## src/rtl/aes_round_ctrl.sv

```systemverilog
// Round sequencer for the AES-128 encrypt datapath: it drives the state/key register enables,
// the mux selects and the round number for one encryption. Optional run abort: AES_ROUND_CTRL_ABORT_EN.
module aes_round_ctrl #(
    parameter int NROUNDS  = 10,
    parameter int SBOX_LAT = 1,
    parameter int RW       = 4
) (
    input  logic          clk_i,
    input  logic          reset_i,
    input  logic          load_i,
    output logic          state_sel_o,
    output logic          key_sel_o,
    output logic          state_we_o,
    output logic          key_we_o,
    output logic          sbox_en_o,
    output logic          last_round_o,
    output logic [RW-1:0] round_o,
    output logic          busy_o,
    output logic          done_o
);

    localparam logic [1:0] S_IDLE  = 2'd0;
    localparam logic [1:0] S_INIT  = 2'd1;
    localparam logic [1:0] S_ROUND = 2'd2;
    localparam logic [1:0] S_DONE  = 2'd3;

    localparam logic [1:0]    PH_LAST  = 2'(SBOX_LAT);
    localparam logic [RW-1:0] RND_LAST = RW'(NROUNDS);

    logic [1:0]    state_q, state_d;
    logic [1:0]    phase_q, phase_d;
    logic [RW-1:0] round_q, round_d;
    logic          load_q;

    logic start;
    logic abort;
    logic ph_end;
    logic rnd_end;

    // A run starts on the falling edge of load, i.e. once SPI has finished shifting.
    assign start   = load_q & ~load_i;
    assign ph_end  = (phase_q == PH_LAST);
    assign rnd_end = (round_q == RND_LAST);

`ifdef AES_ROUND_CTRL_ABORT_EN
    assign abort = load_i;
`else
    assign abort = 1'b0;
`endif

    always_comb begin
        state_d = state_q;
        phase_d = phase_q;
        round_d = round_q;
        case (state_q)
            S_IDLE: begin
                if (start) begin
                    state_d = S_INIT;
                    phase_d = '0;
                    round_d = '0;
                end
            end
            S_INIT: begin
                if (abort) begin
                    state_d = S_IDLE;
                    phase_d = '0;
                    round_d = '0;
                end else begin
                    state_d = S_ROUND;
                    phase_d = '0;
                    round_d = RW'(1);
                end
            end
            S_ROUND: begin
                if (abort) begin
                    state_d = S_IDLE;
                    phase_d = '0;
                    round_d = '0;
                end else if (ph_end) begin
                    phase_d = '0;
                    // round stays at NROUNDS in DONE so the core can still read it
                    if (rnd_end) state_d = S_DONE;
                    else         round_d = round_q + RW'(1);
                end else begin
                    phase_d = phase_q + 2'd1;
                end
            end
            S_DONE: begin
                if (start) begin
                    state_d = S_INIT;
                    phase_d = '0;
                    round_d = '0;
                end else if (load_i) begin
                    state_d = S_IDLE;
                    phase_d = '0;
                    round_d = '0;
                end
            end
            default: begin
                state_d = S_IDLE;
                phase_d = '0;
                round_d = '0;
            end
        endcase
    end

    always_ff @(posedge clk_i) begin
        if (reset_i) begin
            state_q <= S_IDLE;
            phase_q <= '0;
            round_q <= '0;
            load_q  <= 1'b0;
        end else begin
            state_q <= state_d;
            phase_q <= phase_d;
            round_q <= round_d;
            load_q  <= load_i;
        end
    end

    // Moore decode only: nothing here looks at load_i.
    assign state_sel_o  = (state_q == S_INIT);
    assign key_sel_o    = (state_q == S_INIT);
    assign state_we_o   = (state_q == S_INIT) | ((state_q == S_ROUND) & ph_end);
    assign key_we_o     = (state_q == S_INIT) | ((state_q == S_ROUND) & ph_end);
    assign sbox_en_o    = (state_q == S_ROUND) & (phase_q == 2'd0);
    assign last_round_o = (state_q == S_ROUND) & rnd_end;
    assign busy_o       = (state_q == S_INIT) | (state_q == S_ROUND);
    assign done_o       = (state_q == S_DONE);
    assign round_o      = round_q;

endmodule

```

## config.mk

```make
export PLATFORM = sky130hd
export DESIGN_NAME = aes_round_ctrl
export DESIGN_NICKNAME = d
export VERILOG_FILES = /design/src/rtl/aes_round_ctrl.sv
export SDC_FILE = /design/constraint.sdc
export NUM_CORES = 1
export LEC_CHECK = 0
export BUFFER_PORTS_ARGS = -buffer_cell sky130_fd_sc_hd__buf_2
export CELL_PAD_IN_SITES_DETAIL_PLACEMENT = 1
export CELL_PAD_IN_SITES_GLOBAL_PLACEMENT = 1
export CORE_MARGIN = 3
export CORE_UTILIZATION = 33
export DETAILED_ROUTE_END_ITERATION = 10
export MAX_ROUTING_LAYER = met4
export PLACE_DENSITY = 0.76
export SYNTH_ARGS = -nofsm -noshare
export SYNTH_HDL_FRONTEND = slang
export SYNTH_SLANG_ARGS = --single-unit
```

## constraint.sdc

```tcl
create_clock -name clk_i -period 1.5 [get_ports clk_i]
set_input_delay 0.3 -clock clk_i [delete_from_list [all_inputs] [get_ports clk_i]]
set_output_delay 0.3 -clock clk_i [all_outputs]
set_load 0.02 [all_outputs]
```

Word level (Yosys, flattened, before mapping)
Index checks and enable logic that the tools add are counted.
Widths: inputs -> output; s select.
{ "word_totals": {"ff_bits": 9, "latch_bits": 0, "ram_bits": 0, "romBits": 0, "in_bits": 3, "out_inout_bits": 12, "word_cells": 44, "mem_count": 0} }
{ "op_classes": {"n_addsub": 2, "mul": 0, "div": 0, "order_cmp": 0, "n_eq_ne": 10, "shift": 0, "mux": 16, "bitwise": 7, "reduce_logical": 5} }
{ "ops": {"columns": ["operator", "count"], "rows": [
  ["$mux 4", 5],
  ["$mux 2", 8],
  ["$pmux 2 s4", 2],
  ["$pmux 4 s4", 1],
  ["$ne 2x2->1 const B", 4],
  ["$reduce_and 4->1", 2],
  ["$add 4x1->4 const B", 1],
  ["$and 1x1->1", 4],
  ["$eq 2x1->1 const B", 2],
  ["$eq 2x2->1 const B", 2],
  ["$eq 4x4->1 const B", 1],
  ["$logic_not 2->1", 2],
  ["$ne 3x2->1 const B", 1],
  ["$add 2x1->2 const B", 1],
  ["$or 1x1->1", 2],
  ["$reduce_and 2->1", 1],
  ["$not 1->1", 1]
]} }

Depth between registers and ports, before layout
{ "depth": {"word_depth": 4, "depth_mapped": 6, "ltp_nobuf": 6} }

Least setup slack after synthesis
No wires, ideal clock.
{ "synth_timing": {"path_type": "reg2reg", "from": "reg state_q[0]", "to": "reg round_q[1] (netlist: round_o[1])", "setup_ps": 70, "t_arrival_ps": 1599, "required_ps": 1430, "slack_ps": -169, "path_stages_with_launch": 6, "n_path_buf": 0, "period_less_slack_ps": 1669, "path_cell_list": "dfxtp_1 ha_1 nor2b_1 o22a_2 or4_1 a21oi_1"} }
{ "synth_via": {"elab_chain_len": 3, "word_cells_on_any_way": 10, "cone_classes": "eq/ne (7); mux (1); reduce/logical (2)"} }
{ "synth_rtl": {"columns": ["element", "line_no", "source"], "rows": [
  ["start, declared", "30", "logic [1:0] state_q, state_d;"],
  ["start signal, assigned", "114", "state_q <= state_d;"],
  ["$eq 2x2->1 *", null, null],
  ["net done_o", "19", "output logic done_o"],
  ["$ne 3x2->1 (no source line)", null, null],
  ["$reduce_and 4->1 (no source line)", null, null],
  ["end signal, assigned", "116", "round_q <= round_d;"],
  ["end, declared", "32", "logic [RW-1:0] round_q, round_d;"]
]} }
Mark *: on every way through the listed nets, which the timed path passes. The rest lies on a longest branch.
A chain may end at the register's enable or synchronous reset.

Worst setup path after layout
{ "layout_timing": {"from": "reg state_q[1]", "to": "out key_we_o"} }
{ "layout_via": {"elab_chain_len": 3, "word_cells_on_any_way": 4, "cone_classes": "eq/ne (2); bitwise (2)"} }
{ "layout_rtl": {"columns": ["element", "line_no", "source"], "rows": [
  ["$eq 2x2->1", "125", "assign key_we_o = (state_q == S_INIT) | ((state_q == S_ROUND) & ph_end);"],
  ["$and 1x1->1", "125", null],
  ["$or 1x1->1 *", "125", null],
  ["end, declared", "14", "output logic key_we_o,"]
]} }
Every way passes the cells marked *; elsewhere a longest branch is shown, timed or not.

==> impl_metrics.ini <==
[sta]
whs_ns = 0.309
slew_viol_final = 0
rsz0062_at_grt = yes
skew_ns = 0.0171
setup_viol = 13
worst_pin_slew_ns = 0.370
tns_ns = -1.47
hold_violations = 0
finalCriticalPeriod_ns = 1.69
fin_ws_ns = -0.188
relSlewSlack_pct = 75.1
fmax_mhz = 592
fin_crit_sh_pct = 113

[grt]
antenna_found_initial = 0
grt.overflow.total = 0
grt_max_degree = 10
grtUsageTotal_pct = 20.6
grt_pass1_wl_um = 3580
grt_pass1_vias = 740

[yosys]
yosysTopAreaCell = dfxtp_1
synth_ff_type = dfxtp_1
synth-seq-area-share_pct = 30.5
synth_top_family_by_area = compound AO/OA/AOI/OAI gates
synthMuxAreaShare_pct = 1.69
async_reset_ff_share_pct = 0
synth-edff-count = 0
synth_compound_area_share_pct = 26.1
netlist.area_leader.share_pct = 30.5
yosys.cell_count.top_type = dfxtp_1
yosys.area_share.simple_pct = 17.8
synth_cell_types = 30
synth_seq_cells = 9
yosys_warnings = 0
avgSynthCellArea_um2 = 8.81
syn_inst = 67
synth_nets = 78
synth_common_cells = dfxtp_1, ha_1, inv_1
syn_area_um2 = 591
synthXorXnorAreaFrac_pct = 0
synth_adder_area_share_pct = 16.9
synthTopCellsByArea = dfxtp_1, ha_1, a21o_1

[critical_path]
crit_arrival_ns = 1.39
crit_path_end_kind = output pin
cp_max_fo = 4
worstSetupStartpointType = register
crit_type = register to output pin
critPathRequiredTime_ns = 1.20

[job]
maxCapViolations = 0

[die]
die_w_um = 48.3
rows = 14
dieArea_mm2 = 0.00233
start_util_pct = 37.0
die_h_um = 48.3
io_pins = 15
core_area_mm2 = 0.00159

[finish]
num_antenna_cells = 0
num-fill-cells = 159
drive_gt1_share_pct = 66.0
area_growth_pct = 93.0
final_net_count = 118

[drt]
vias = 711
drt_iter0_markers = 18
drtPass1Iterations = 4
avgRoutedWirePerCell_um = 24.1
drc = 0
ant_nets = 0
totalWireLength_um = 3130
viasPerCell = 5.47

[placed_design]
post-dp-hpwl_um = 1450
place.port_buffers = 14
routabilityCongestion = 0.830

[clock_tree]
clkTransAtPathRegs_ns = 0.08
h-tree-depth = 1
tritoncts = done
clkLatencyLatePin_ns = 0.28
cts_root_buf = clkbuf_4
cts_buffers = 3
cts.sinks = 9
clockBufferDepth = 2

[min_path]
hold_class = primary input to register

[run_status]
failed_checks = negative setup slack
status = finished with violations

[pwr]
cellPowerDensity_mw_per_mm2 = 1750
ir_drop_mv = 1.07
p_leak_nw = 0.480
==> flip-flops by register name (all words and copies together) (netlist names) <==
signal   cells
state_q      2
load_q       1
round_o      4
phase_q      2
==> report_power, final <==
group | switching, mW | internal, mW
sequential | 0.0629 | 0.281
clock | 0.104 | 0.103
combinational | 0.746 | 0.703
total | 0.913 | 1.09
==> worst paths after layout <==
| kind | start | to | slack (ns) | depth (start not counted) |
|---|---|---|---|---|
| max | state_q[1] | key_we_o | -0.19 | 5 |
| min | reset_i | state_q[1] | 0.31 | 2 |
| max reg2reg | state_q[1] | round_o[1] | -0.16 | 5 |
| min reg2reg | phase_q[1] | phase_q[1] | 0.52 | 1 |
==> critical path, cell delays in order (launching register included) <==
cell and delay (ns):
dfxtp_4 0.38, buf_6 0.13, ha_4 0.15, buf_6 0.11, a21o_1 0.19, buf_6 0.14
==> routing by layer <==
layer  GRT usage (%)  wire (um)  up-vias  part of all wire (%)
met5               -          0        -                     0
met1            23.0       1160      346                    37
met2            37.4       1650       30                    53
li1                -          -      322                     -
met4            5.69        145        0                   4.6
met3            3.68        173       13                   5.5
==> repair_timing <==
item | 4_1_cts | 5_1_grt
pin swaps | 6 | 16
buffers inserted | 6 | 5
gates resized for setup | 33 | 22
hold buffers | 0 | 0
endpoints found under the setup margin | 11 | 12
==> cell type report <==
class                   instances  area [um2]  share of cell area [%]
multi-input cells              49         539                    47.3
inverters                       6        30.0                    2.63
clock buffers                   4        26.3                    2.31
repair buffers                 38         322                    28.2
well taps                      24        30.0                    2.63
flip-flops and latches          9         193                    16.9
==> cell usage in the layout (no fill, tap or decap), types with 2 or more instances in the layout <==
master	instances
a21o_1	4
dfxtp_1	5
inv_1	2
dfxtp_4	3
nor2_1	3
clkbuf_4	3
a32o_1	2
ha_4	6
ha_1	2
buf_6	15
buf_4	15
buf_2	8
o21ai_0	2
a21oi_1	2
inv_2	2
==> kinds of logic after synthesis <==
family / count (synthesis)
compound gates: 21
simple gates: 19
buf+inv: 9
flops: 9
fa+ha+maj: 8
mux: 1
==> metrics by stage <==
step / area [um2] / util (%) / power, mW / std cells / setup WS (ns)
after CTS: 1010 / 63.7 / 1.68 / 126 / -0.172
after global routing: 1140 / 71.5 / 2.10 / 130 / -0.242
after detailed placement: 812 / 50.9 / 1.24 / 116 / -0.116
after global placement: 812 / 50.9 / 1.19 / 116 / -0.0198
after floorplan: 626 / - / 0.907 / 67 / -0.0454
final: 1140 / 71.5 / 2.00 / 130 / -0.188
No activity file was read; power rests on OpenSTA's default activity.
